`config.mk`:
```
export PLATFORM = sky130hd
export DESIGN_NAME = fp_issue_ctrl_flat
export DESIGN_NICKNAME = d
export VERILOG_FILES = /design/src/rtl/fp_issue_ctrl_pkg.sv /design/src/rtl/fp_issue_ctrl_if.sv /design/src/rtl/fp_issue_ctrl_timer.sv /design/src/rtl/fp_issue_ctrl.sv /design/src/flat_wrapper.sv
export SDC_FILE = /design/constraint.sdc
export NUM_CORES = 1
export LEC_CHECK = 0
export CORE_AREA = 3 3 158 160
export DETAILED_ROUTE_END_ITERATION = 10
export DIE_AREA = 0 0 161 163
export DONT_BUFFER_PORTS = 1
export GPL_TIMING_DRIVEN = 1
export PLACE_DENSITY = 0.58
export SKIP_LAST_GASP = 1
export SLEW_MARGIN = 20
export SYNTH_ARGS = -nofsm -noshare
export SYNTH_HDL_FRONTEND = slang
export SYNTH_SLANG_ARGS = --single-unit
```
`constraint.sdc`:
```
create_clock -name clk -period 2.2 [get_ports clk]
set_input_delay 0.11 -clock clk [delete_from_list [all_inputs] [get_ports clk]]
set_output_delay 0.11 -clock clk [all_outputs]
set_load 0.1 [all_outputs]
```
`src/rtl/fp_issue_ctrl_pkg.sv`:
```
// rtl/fp_issue_ctrl_pkg.sv - shared types and constants for the FP issue stage
// Purpose: opcode / error-code types reused by the FP units, plus the issue FSM
//          state encoding and the quiet-NaN returned on a unit timeout.
// Ports:   none (package)
package fp_issue_ctrl_pkg;

    typedef enum logic [1:0] {
        OP_ADD = 2'd0,
        OP_SUB = 2'd1,
        OP_MUL = 2'd2,
        OP_DIV = 2'd3
    } opcode_t;

    typedef logic [2:0] o_err_t;

    typedef enum logic [2:0] {
        S_IDLE,
        S_AS_WAIT,
        S_MUL_STRB,
        S_MUL_WAIT,
        S_DIV_START,
        S_DIV_BUSY,
        S_DIV_DONE,
        S_RESP
    } issue_state_t;

    localparam logic [31:0] QNAN = 32'h7FC0_0000;

endpackage

```
`src/rtl/fp_issue_ctrl_if.sv`:
```
// rtl/fp_issue_ctrl_if.sv - request/response handshake bundle for the FP issue stage
// Purpose: groups the upstream request channel and downstream response channel.
// Ports:   none; modport master = requester side, slave = fp_issue_ctrl side.
interface fp_issue_ctrl_if;
    import fp_issue_ctrl_pkg::*;

    logic        req_valid;
    logic        req_ready;
    opcode_t     req_opcode;
    logic [31:0] req_a;
    logic [31:0] req_b;
    logic        resp_valid;
    logic        resp_ready;
    logic [31:0] resp_result;
    o_err_t      resp_err;
    logic        resp_timeout;

    modport master (
        output req_valid, req_opcode, req_a, req_b, resp_ready,
        input  req_ready, resp_valid, resp_result, resp_err, resp_timeout
    );

    modport slave (
        input  req_valid, req_opcode, req_a, req_b, resp_ready,
        output req_ready, resp_valid, resp_result, resp_err, resp_timeout
    );

endinterface

```
`src/rtl/fp_issue_ctrl_timer.sv`:
```
// rtl/fp_issue_ctrl_timer.sv - loadable down-counter with expire flag
// Purpose: shared wait-state timer; load sets the count, which then decrements
//          to zero and holds. expired is high while the count is zero.
// Ports:   clk, reset (sync, active-high), load, load_val[W], expired
module fp_issue_timer #(
    parameter int W = 7
) (
    input  logic         clk,
    input  logic         reset,
    input  logic         load,
    input  logic [W-1:0] load_val,
    output logic         expired
);

    logic [W-1:0] cnt;

    always_ff @(posedge clk) begin
        if (reset) begin
            cnt <= '0;
        end else if (load) begin
            cnt <= load_val;
        end else if (cnt != '0) begin
            cnt <= cnt - 1'b1;
        end
    end

    assign expired = (cnt == '0);

endmodule

```
`src/rtl/fp_issue_ctrl.sv`:
```
// rtl/fp_issue_ctrl.sv - single-issue sequencer in front of the FP add/sub, mul and div units
// Purpose: accepts one {opcode,a,b} request, drives the selected unit's handshake,
//          captures its result/error and returns it on the response channel.
// Ports:   clk, reset (sync, active-high), bus (fp_issue_ctrl_if.slave),
//          as_* operand fields / as_fp_out, as_err       (add_sub_top)
//          mul_in_A/B, mul_strb_A/B, mul_A/B_ack, mul_prod,
//          mul_prod_stb, mul_prod_ack                     (fp_multiplier)
//          div_a/b, div_fdiv, div_busy, div_s, div_err    (fdiv_newton)
module fp_issue_ctrl
    import fp_issue_ctrl_pkg::*;
#(
    parameter int EXP_BITS   = 8,
    parameter int SIG_BITS   = 23,
    parameter int ADDSUB_LAT = 8,
    parameter int TIMEOUT    = 64
) (
    input  logic                clk,
    input  logic                reset,
    fp_issue_ctrl_if.slave      bus,
    output logic                as_opcode,
    output logic                as_sign1,
    output logic                as_sign2,
    output logic [EXP_BITS-1:0] as_exp1,
    output logic [EXP_BITS-1:0] as_exp2,
    output logic [SIG_BITS-1:0] as_sig1,
    output logic [SIG_BITS-1:0] as_sig2,
    input  logic [31:0]         as_fp_out,
    input  o_err_t              as_err,
    output logic [31:0]         mul_in_A,
    output logic [31:0]         mul_in_B,
    output logic                mul_strb_A,
    output logic                mul_strb_B,
    input  logic                mul_A_ack,
    input  logic                mul_B_ack,
    input  logic [31:0]         mul_prod,
    input  logic                mul_prod_stb,
    output logic                mul_prod_ack,
    output logic [31:0]         div_a,
    output logic [31:0]         div_b,
    output logic                div_fdiv,
    input  logic                div_busy,
    input  logic [31:0]         div_s,
    input  o_err_t              div_err
);

    localparam int SB   = EXP_BITS + SIG_BITS;
    localparam int TMAX = (TIMEOUT > ADDSUB_LAT) ? TIMEOUT : ADDSUB_LAT;
    localparam int TW   = $clog2(TMAX + 1);
    localparam logic [TW-1:0] LAT_LOAD = TW'(ADDSUB_LAT - 1);
    localparam logic [TW-1:0] TMO_LOAD = TW'(TIMEOUT - 1);

    issue_state_t  state;
    logic          accept;
    logic          a_done;
    logic          b_done;
    logic          progress;
    logic          tmo_fire;
    logic          tmr_load;
    logic [TW-1:0] tmr_val;
    logic          tmr_expired;

    assign accept = bus.req_valid && bus.req_ready;
    // A strobe counts as done if it was already dropped or is being acked now.
    assign a_done = !mul_strb_A || mul_A_ack;
    assign b_done = !mul_strb_B || mul_B_ack;

    // progress = the event that ends the current wait state normally; it also
    // reloads the timer for the next wait state and beats a same-cycle timeout.
    always_comb begin
        progress = 1'b0;
        tmr_load = 1'b0;
        tmr_val  = TMO_LOAD;
        tmo_fire = 1'b0;
        case (state)
            S_IDLE: begin
                tmr_load = accept;
                if (bus.req_opcode == OP_ADD || bus.req_opcode == OP_SUB) begin
                    tmr_val = LAT_LOAD;
                end
            end
            S_MUL_STRB:  begin progress = a_done && b_done; tmr_load = progress; end
            S_MUL_WAIT:  progress = mul_prod_stb;
            S_DIV_START: begin progress = !div_busy; tmr_load = progress; end
            S_DIV_BUSY:  begin progress = div_busy;  tmr_load = progress; end
            S_DIV_DONE:  progress = !div_busy;
            default:     ;
        endcase
        if (state == S_MUL_STRB || state == S_MUL_WAIT || state == S_DIV_START ||
            state == S_DIV_BUSY || state == S_DIV_DONE) begin
            tmo_fire = tmr_expired && !progress;
        end
    end

    fp_issue_timer #(.W(TW)) u_timer (
        .clk      (clk),
        .reset    (reset),
        .load     (tmr_load),
        .load_val (tmr_val),
        .expired  (tmr_expired)
    );

    always_ff @(posedge clk) begin
        if (reset) begin
            state            <= S_IDLE;
            bus.req_ready    <= 1'b1;
            bus.resp_valid   <= 1'b0;
            bus.resp_result  <= '0;
            bus.resp_err     <= '0;
            bus.resp_timeout <= 1'b0;
            as_opcode        <= 1'b0;
            as_sign1         <= 1'b0;
            as_sign2         <= 1'b0;
            as_exp1          <= '0;
            as_exp2          <= '0;
            as_sig1          <= '0;
            as_sig2          <= '0;
            mul_in_A         <= '0;
            mul_in_B         <= '0;
            mul_strb_A       <= 1'b0;
            mul_strb_B       <= 1'b0;
            mul_prod_ack     <= 1'b0;
            div_a            <= '0;
            div_b            <= '0;
            div_fdiv         <= 1'b0;
        end else begin
            mul_prod_ack <= 1'b0;
            div_fdiv     <= 1'b0;
            case (state)
                S_IDLE: begin
                    if (accept) begin
                        bus.req_ready <= 1'b0;
                        case (bus.req_opcode)
                            OP_ADD, OP_SUB: begin
                                as_opcode <= (bus.req_opcode == OP_SUB);
                                as_sign1  <= bus.req_a[SB];
                                as_sign2  <= bus.req_b[SB];
                                as_exp1   <= bus.req_a[SB-1:SIG_BITS];
                                as_exp2   <= bus.req_b[SB-1:SIG_BITS];
                                as_sig1   <= bus.req_a[SIG_BITS-1:0];
                                as_sig2   <= bus.req_b[SIG_BITS-1:0];
                                state     <= S_AS_WAIT;
                            end
                            OP_MUL: begin
                                mul_in_A   <= bus.req_a;
                                mul_in_B   <= bus.req_b;
                                mul_strb_A <= 1'b1;
                                mul_strb_B <= 1'b1;
                                state      <= S_MUL_STRB;
                            end
                            default: begin
                                div_a <= bus.req_a;
                                div_b <= bus.req_b;
                                state <= S_DIV_START;
                            end
                        endcase
                    end
                end
                S_AS_WAIT: begin
                    if (tmr_expired) begin
                        bus.resp_result  <= as_fp_out;
                        bus.resp_err     <= as_err;
                        bus.resp_timeout <= 1'b0;
                        bus.resp_valid   <= 1'b1;
                        state            <= S_RESP;
                    end
                end
                S_MUL_STRB: begin
                    if (mul_A_ack) mul_strb_A <= 1'b0;
                    if (mul_B_ack) mul_strb_B <= 1'b0;
                    if (progress) state <= S_MUL_WAIT;
                end
                S_MUL_WAIT: begin
                    if (mul_prod_stb) begin
                        bus.resp_result  <= mul_prod;
                        bus.resp_err     <= '0;
                        bus.resp_timeout <= 1'b0;
                        bus.resp_valid   <= 1'b1;
                        mul_prod_ack     <= 1'b1;
                        state            <= S_RESP;
                    end
                end
                S_DIV_START: begin
                    if (progress) begin
                        div_fdiv <= 1'b1;
                        state    <= S_DIV_BUSY;
                    end
                end
                S_DIV_BUSY: begin
                    if (progress) state <= S_DIV_DONE;
                end
                S_DIV_DONE: begin
                    if (progress) begin
                        bus.resp_result  <= div_s;
                        bus.resp_err     <= div_err;
                        bus.resp_timeout <= 1'b0;
                        bus.resp_valid   <= 1'b1;
                        state            <= S_RESP;
                    end
                end
                S_RESP: begin
                    if (bus.resp_ready) begin
                        bus.resp_valid <= 1'b0;
                        bus.req_ready  <= 1'b1;
                        state          <= S_IDLE;
                    end
                end
                default: state <= S_IDLE;
            endcase
            // Forced completion overrides whatever the wait state decided above.
            if (tmo_fire) begin
                mul_strb_A       <= 1'b0;
                mul_strb_B       <= 1'b0;
                bus.resp_result  <= QNAN;
                bus.resp_err     <= '0;
                bus.resp_timeout <= 1'b1;
                bus.resp_valid   <= 1'b1;
                state            <= S_RESP;
            end
        end
    end

endmodule

```
`src/flat_wrapper.sv`:
```
// flat-port wrapper written by rule: the top's interface ports become plain ports
module fp_issue_ctrl_flat import fp_issue_ctrl_pkg::*;
#(
    parameter int EXP_BITS   = 8,
    parameter int SIG_BITS   = 23,
    parameter int ADDSUB_LAT = 8,
    parameter int TIMEOUT    = 64
)
  (clk, reset, as_opcode, as_sign1, as_sign2, as_exp1, as_exp2, as_sig1, as_sig2, as_fp_out, as_err, mul_in_A, mul_in_B, mul_strb_A, mul_strb_B, mul_A_ack, mul_B_ack, mul_prod, mul_prod_stb, mul_prod_ack, div_a, div_b, div_fdiv, div_busy, div_s, div_err, bus_req_valid, bus_req_opcode, bus_req_a, bus_req_b, bus_resp_ready, bus_req_ready, bus_resp_valid, bus_resp_result, bus_resp_err, bus_resp_timeout);
  fp_issue_ctrl_if bus_i ();
  input  logic clk;
  input  logic reset;
  output logic as_opcode;
  output logic as_sign1;
  output logic as_sign2;
  output logic [EXP_BITS-1:0] as_exp1;
  output logic [EXP_BITS-1:0] as_exp2;
  output logic [SIG_BITS-1:0] as_sig1;
  output logic [SIG_BITS-1:0] as_sig2;
  input  logic [31:0] as_fp_out;
  input  o_err_t as_err;
  output logic [31:0] mul_in_A;
  output logic [31:0] mul_in_B;
  output logic mul_strb_A;
  output logic mul_strb_B;
  input  logic mul_A_ack;
  input  logic mul_B_ack;
  input  logic [31:0] mul_prod;
  input  logic mul_prod_stb;
  output logic mul_prod_ack;
  output logic [31:0] div_a;
  output logic [31:0] div_b;
  output logic div_fdiv;
  input  logic div_busy;
  input  logic [31:0] div_s;
  input  o_err_t div_err;
  input wire logic [$bits(bus_i.req_valid)-1:0] bus_req_valid;
  input wire logic [$bits(bus_i.req_opcode)-1:0] bus_req_opcode;
  input wire logic [$bits(bus_i.req_a)-1:0] bus_req_a;
  input wire logic [$bits(bus_i.req_b)-1:0] bus_req_b;
  input wire logic [$bits(bus_i.resp_ready)-1:0] bus_resp_ready;
  output wire logic [$bits(bus_i.req_ready)-1:0] bus_req_ready;
  output wire logic [$bits(bus_i.resp_valid)-1:0] bus_resp_valid;
  output wire logic [$bits(bus_i.resp_result)-1:0] bus_resp_result;
  output wire logic [$bits(bus_i.resp_err)-1:0] bus_resp_err;
  output wire logic [$bits(bus_i.resp_timeout)-1:0] bus_resp_timeout;
  assign bus_i.req_valid = bus_req_valid;
  assign bus_i.req_opcode = bus_req_opcode;
  assign bus_i.req_a = bus_req_a;
  assign bus_i.req_b = bus_req_b;
  assign bus_i.resp_ready = bus_resp_ready;
  assign bus_req_ready = bus_i.req_ready;
  assign bus_resp_valid = bus_i.resp_valid;
  assign bus_resp_result = bus_i.resp_result;
  assign bus_resp_err = bus_i.resp_err;
  assign bus_resp_timeout = bus_i.resp_timeout;
  fp_issue_ctrl #(.EXP_BITS(EXP_BITS), .SIG_BITS(SIG_BITS), .ADDSUB_LAT(ADDSUB_LAT), .TIMEOUT(TIMEOUT)) u_core (.clk(clk), .reset(reset), .bus(bus_i), .as_opcode(as_opcode), .as_sign1(as_sign1), .as_sign2(as_sign2), .as_exp1(as_exp1), .as_exp2(as_exp2), .as_sig1(as_sig1), .as_sig2(as_sig2), .as_fp_out(as_fp_out), .as_err(as_err), .mul_in_A(mul_in_A), .mul_in_B(mul_in_B), .mul_strb_A(mul_strb_A), .mul_strb_B(mul_strb_B), .mul_A_ack(mul_A_ack), .mul_B_ack(mul_B_ack), .mul_prod(mul_prod), .mul_prod_stb(mul_prod_stb), .mul_prod_ack(mul_prod_ack), .div_a(div_a), .div_b(div_b), .div_fdiv(div_fdiv), .div_busy(div_busy), .div_s(div_s), .div_err(div_err));
endmodule
```
==> metrics.log <==
[metrics] run status: finished, violations left
[metrics] violations in the final reports: negative hold slack
[metrics] Post-Route Hold Slack: -0.3493 ns
[metrics] path type of the worst setup path: flop to flop
[metrics] number of buffers added by the clock tree synthesis step: 28
[metrics] clock slew at reported path FFs: 0.06 ns
[metrics] critical-path cell list: and3b_2 > buf_12 > a22oi_1 > dlygate4sd3_1 > a311oi_1
[metrics] share of final-layout standard cells stronger than drive strength 1: 0.2121
[metrics] highest-delay cell along the critical path: sky130_fd_sc_hd__dlygate4sd3_1
[metrics] CP peak stage delay: 0.57 ns
[metrics] placeable core area: 0.02354 mm²
[metrics] time the worst path needs with I/O delays and setup: 2.122 ns
[metrics] post-DP HPWL: 20830 µm
[metrics] library cells used by synthesis: 44
[metrics] Crit. End Element: flop
[metrics] Startpoint Class: flop
[metrics] upper clock frequency limit: 471.3 MHz
[metrics] total of max-cap violations: 0
[metrics] H-tree depth: 1
[metrics] Routed Wire Length: 33160 µm
[metrics] grt total ovfl: 0
[metrics] GRT Resource Usage Total: 0.2308
[metrics] number of instances in the synthesized netlist: 1175
[metrics] remaining antenna violation count: 0
[metrics] fill cell instance count of the final layout: 2096
[metrics] Cell Area, Synth: 0.009318 mm²
[metrics] buffers from clock root to sink, at most: 3
[metrics] transition at the pin with the smallest max-transition slack: 0.5419 ns
[metrics] Static Leak: 5.255 nW
[metrics] sequential fraction of the synthesis area: 0.5264
[metrics] maximum number of pins on one net before global-route repair: 218
[metrics] via count of the first global-routing pass: 8673
[metrics] final-report max-slew violation count: 0
[metrics] number of flops mapped to enable cells by yosys: 0
[metrics] Worst EP arrival: 2.54 ns
[metrics] latest clock arrival within the worst-skew pair: 0.53 ns
[metrics] number of standard-cell rows in the floorplan: 56
[metrics] fraction of synthesized cell area taken by the top area cell type: 0.5264
[metrics] mean instance size in the synthesized netlist: 7.930 µm²
[metrics] die width: 161 µm
[metrics] number of primary I/O pins: 411
[metrics] remaining design rule violation count: 0
[metrics] drt wl/cell: 18.12 µm
[metrics] Synth warnings: 0
[metrics] Total Nets Final: 1671
[metrics] worst min-delay path class: input pin to flop
[metrics] wire length of the first global-routing pass: 48850 µm
[metrics] worst slew margin relative to its limit: 0.6349
[metrics] net count of the mapped netlist: 1353
[metrics] number of setup violations in the final report: 0
[metrics] final cell count without fillers: 1830
[metrics] hold violation total from the final report: 207
[metrics] antenna violations before repair: 3
[metrics] average vias per placed instance: 5.227
[metrics] dominant cell type by area after synthesis: sky130_fd_sc_hd__dfxtp_1
[metrics] final worst clock skew: 0.008341 ns
[metrics] leading post-synthesis cells by cell area: sky130_fd_sc_hd__dfxtp_1 53%, sky130_fd_sc_hd__nand2_1 17%, sky130_fd_sc_hd__a21oi_1 11%
[metrics] Seq cells post-synth: 245
[metrics] final clock period utilization by the worst path: 0.9644
[metrics] fraction of registers with async set or reset after synthesis: 0
[metrics] clk root buf: sky130_fd_sc_hd__clkbuf_16
[metrics] clock tree from TritonCTS: built
[metrics] worst vdd rail ir drop: 0.9987 mV
[metrics] largest fanout of any net on the critical path: 36
[metrics] drt pass-1 iters: 5
[metrics] clock sink count: 245
[metrics] Die ar.: 0.02624 mm²
[metrics] placed cells: 1658
[metrics] top flip-flop cell by instance count after synthesis: sky130_fd_sc_hd__dfxtp_1
[metrics] Initial Utilization: 0.3958
[metrics] total power density per cell area: 1249 mW/mm²
[metrics] setup repair after global routing missed its margin: no
[metrics] Worst EP required: 2.62 ns
[metrics] vias after detailed routing: 9565
[metrics] total of buffers placed on input and output ports: 0
[metrics] first-iteration detailed-routing DRC count: 804
[metrics] area growth from synthesis to layout: 45.17%
[metrics] sum of negative setup slack: 0 ns
[metrics] final RePlAce weighted congestion: 0.8390
[metrics] Die Span Y: 163 µm
## sequential cells by signal (all words and copies together) (netlist names), 8 cells and up
| signal | flops |
|---|---|
| u_core.bus.resp_result | 32 |
| u_core.div_a | 32 |
| u_core.div_b | 32 |
| u_core.mul_in_A | 32 |
| u_core.mul_in_B | 32 |
| u_core.as_sig1 | 23 |
| u_core.as_sig2 | 23 |
| u_core.as_exp1 | 8 |
| u_core.as_exp2 | 8 |
## layer usage
metal | GRT usage | wire length, µm | up-vias
met5 | 0 | 13 | -
met4 | 0.08643 | 1173 | 2
met3 | 0.06511 | 2784 | 88
met2 | 0.4040 | 16320 | 458
met1 | 0.2695 | 12860 | 4455
li1 | - | - | 4562
## layout make-up
| type | count | area [µm²] | area share |
|---|---|---|---|
| Antenna cell | 2 | 5.005 | 0.0003700 |
| Sequential cell | 245 | 4915 | 0.3633 |
| Timing Repair Buffer | 381 | 3318 | 0.2453 |
| Clock inverter | 7 | 42.54 | 0.003145 |
| Tap cell | 319 | 399.1 | 0.02951 |
| Clock buffer | 39 | 823.3 | 0.06086 |
| Multi-Input combinational cell | 832 | 4005 | 0.2961 |
| Inverter | 5 | 18.77 | 0.001387 |
## final timing paths
path / startpoint / end / slack, ns / cells after the start
worst max-delay path: u_core.state[2] / u_core.bus.resp_result[7] / 0.08 / 5
worst min-delay path: reset / u_core.mul_in_A[16] / -0.35 / 1
worst max register to register: u_core.state[2] / u_core.bus.resp_result[7] / 0.08 / 5
worst min register to register: u_core.div_b[31] / u_core.div_b[31] / 0.45 / 2
## cell usage after synthesis, types with 2 or more instances
master and count:
sky130_fd_sc_hd__nor3_1 6, sky130_fd_sc_hd__a21oi_1 209, sky130_fd_sc_hd__o211ai_1 2, sky130_fd_sc_hd__nand2b_1 8
sky130_fd_sc_hd__nor2_1 36, sky130_fd_sc_hd__clkbuf_1 41, sky130_fd_sc_hd__and2_1 2, sky130_fd_sc_hd__a211oi_1 7
sky130_fd_sc_hd__buf_2 41, sky130_fd_sc_hd__nand3_1 4, sky130_fd_sc_hd__o21ai_0 7, sky130_fd_sc_hd__a32oi_1 3
sky130_fd_sc_hd__dfxtp_1 245, sky130_fd_sc_hd__buf_4 9, sky130_fd_sc_hd__ha_1 2, sky130_fd_sc_hd__nand2_1 433
sky130_fd_sc_hd__xnor2_1 4, sky130_fd_sc_hd__a31oi_1 13, sky130_fd_sc_hd__a22oi_1 36, sky130_fd_sc_hd__a311oi_1 23
sky130_fd_sc_hd__and3b_1 2, sky130_fd_sc_hd__or2_2 3, sky130_fd_sc_hd__inv_1 5, sky130_fd_sc_hd__buf_1 2
sky130_fd_sc_hd__o21a_1 10, sky130_fd_sc_hd__nor2b_1 3, sky130_fd_sc_hd__xor2_1 2
## worst max-delay path, delay by kind of cell, from the launching register on
| kind | cells | cell delay, ns |
|---|---|---|
| buffers and inverters | 2 | 0.80 |
| flip-flops | 1 | 0.45 |
| AO/OA/AOI/OAI | 2 | 0.44 |
| AND/OR/NAND/NOR | 1 | 0.32 |
## logic make-up after synthesis
logic type | count (synthesis) | share of synthesized area
and+or+nand+nor | 507 | 0.2162
AOI/OAI and AO/OA | 317 | 0.2005
DFF | 245 | 0.5264
buffers and inverters | 98 | 0.04861
xor gates and xnor gates | 6 | 0.005640
adders and majority gates | 2 | 0.002685
## what timing repair did
item                                    CTS  global route
endpoints found under the hold margin   245           208
hold buffers                             88            33
setup buffers                             0             2
endpoints found under the setup margin    0            34
resized for setup                         0             9
## metrics by stage
| stage | power (mW) | util | instance area, µm² | worst slack [ns] |
|---|---|---|---|---|
| after floorplan | 10.75 | - | 9319 | 0.007088 |
| after global placement | 12.09 | 0.4835 | 11380 | 0.2510 |
| after detailed placement | 12.15 | 0.4835 | 11380 | 0.1998 |
| after CTS | 16.76 | 0.5577 | 13130 | 0.01445 |
| after global routing | 17.61 | 0.5746 | 13530 | 0.01274 |
| final | 16.89 | 0.5746 | 13530 | 0.07836 |
## cells in the final DEF (no fill, tap or decap), types with 3 or more instances in the layout
cell type	instances
sky130_fd_sc_hd__nand2_1	433
sky130_fd_sc_hd__buf_4	248
sky130_fd_sc_hd__dfxtp_1	241
sky130_fd_sc_hd__a21oi_1	209
sky130_fd_sc_hd__dlygate4sd3_1	121
sky130_fd_sc_hd__a22oi_1	36
sky130_fd_sc_hd__nor2_1	34
sky130_fd_sc_hd__clkbuf_16	30
sky130_fd_sc_hd__a311oi_1	23
sky130_fd_sc_hd__a31oi_1	13
sky130_fd_sc_hd__buf_12	11
sky130_fd_sc_hd__o21a_1	10
sky130_fd_sc_hd__nand2b_1	8
sky130_fd_sc_hd__o21ai_0	7
sky130_fd_sc_hd__a211oi_1	7
sky130_fd_sc_hd__nor3_1	6
sky130_fd_sc_hd__clkbuf_8	6
sky130_fd_sc_hd__inv_1	5
sky130_fd_sc_hd__nand3_1	4
sky130_fd_sc_hd__xnor2_1	4
sky130_fd_sc_hd__nor2_4	4
sky130_fd_sc_hd__clkinv_2	4
sky130_fd_sc_hd__clkbuf_1	4
sky130_fd_sc_hd__a32oi_1	3
sky130_fd_sc_hd__nor2b_1	3
sky130_fd_sc_hd__or2_2	3
sky130_fd_sc_hd__clkinvlp_4	3
## where the power goes
| group | internal, mW | switching (mW) |
|---|---|---|
| registers | 5.01 | 0.276 |
| clock network | 2.58 | 1.79 |
| logic | 1.84 | 5.39 |
No activity file was read; power rests on OpenSTA's default activity.
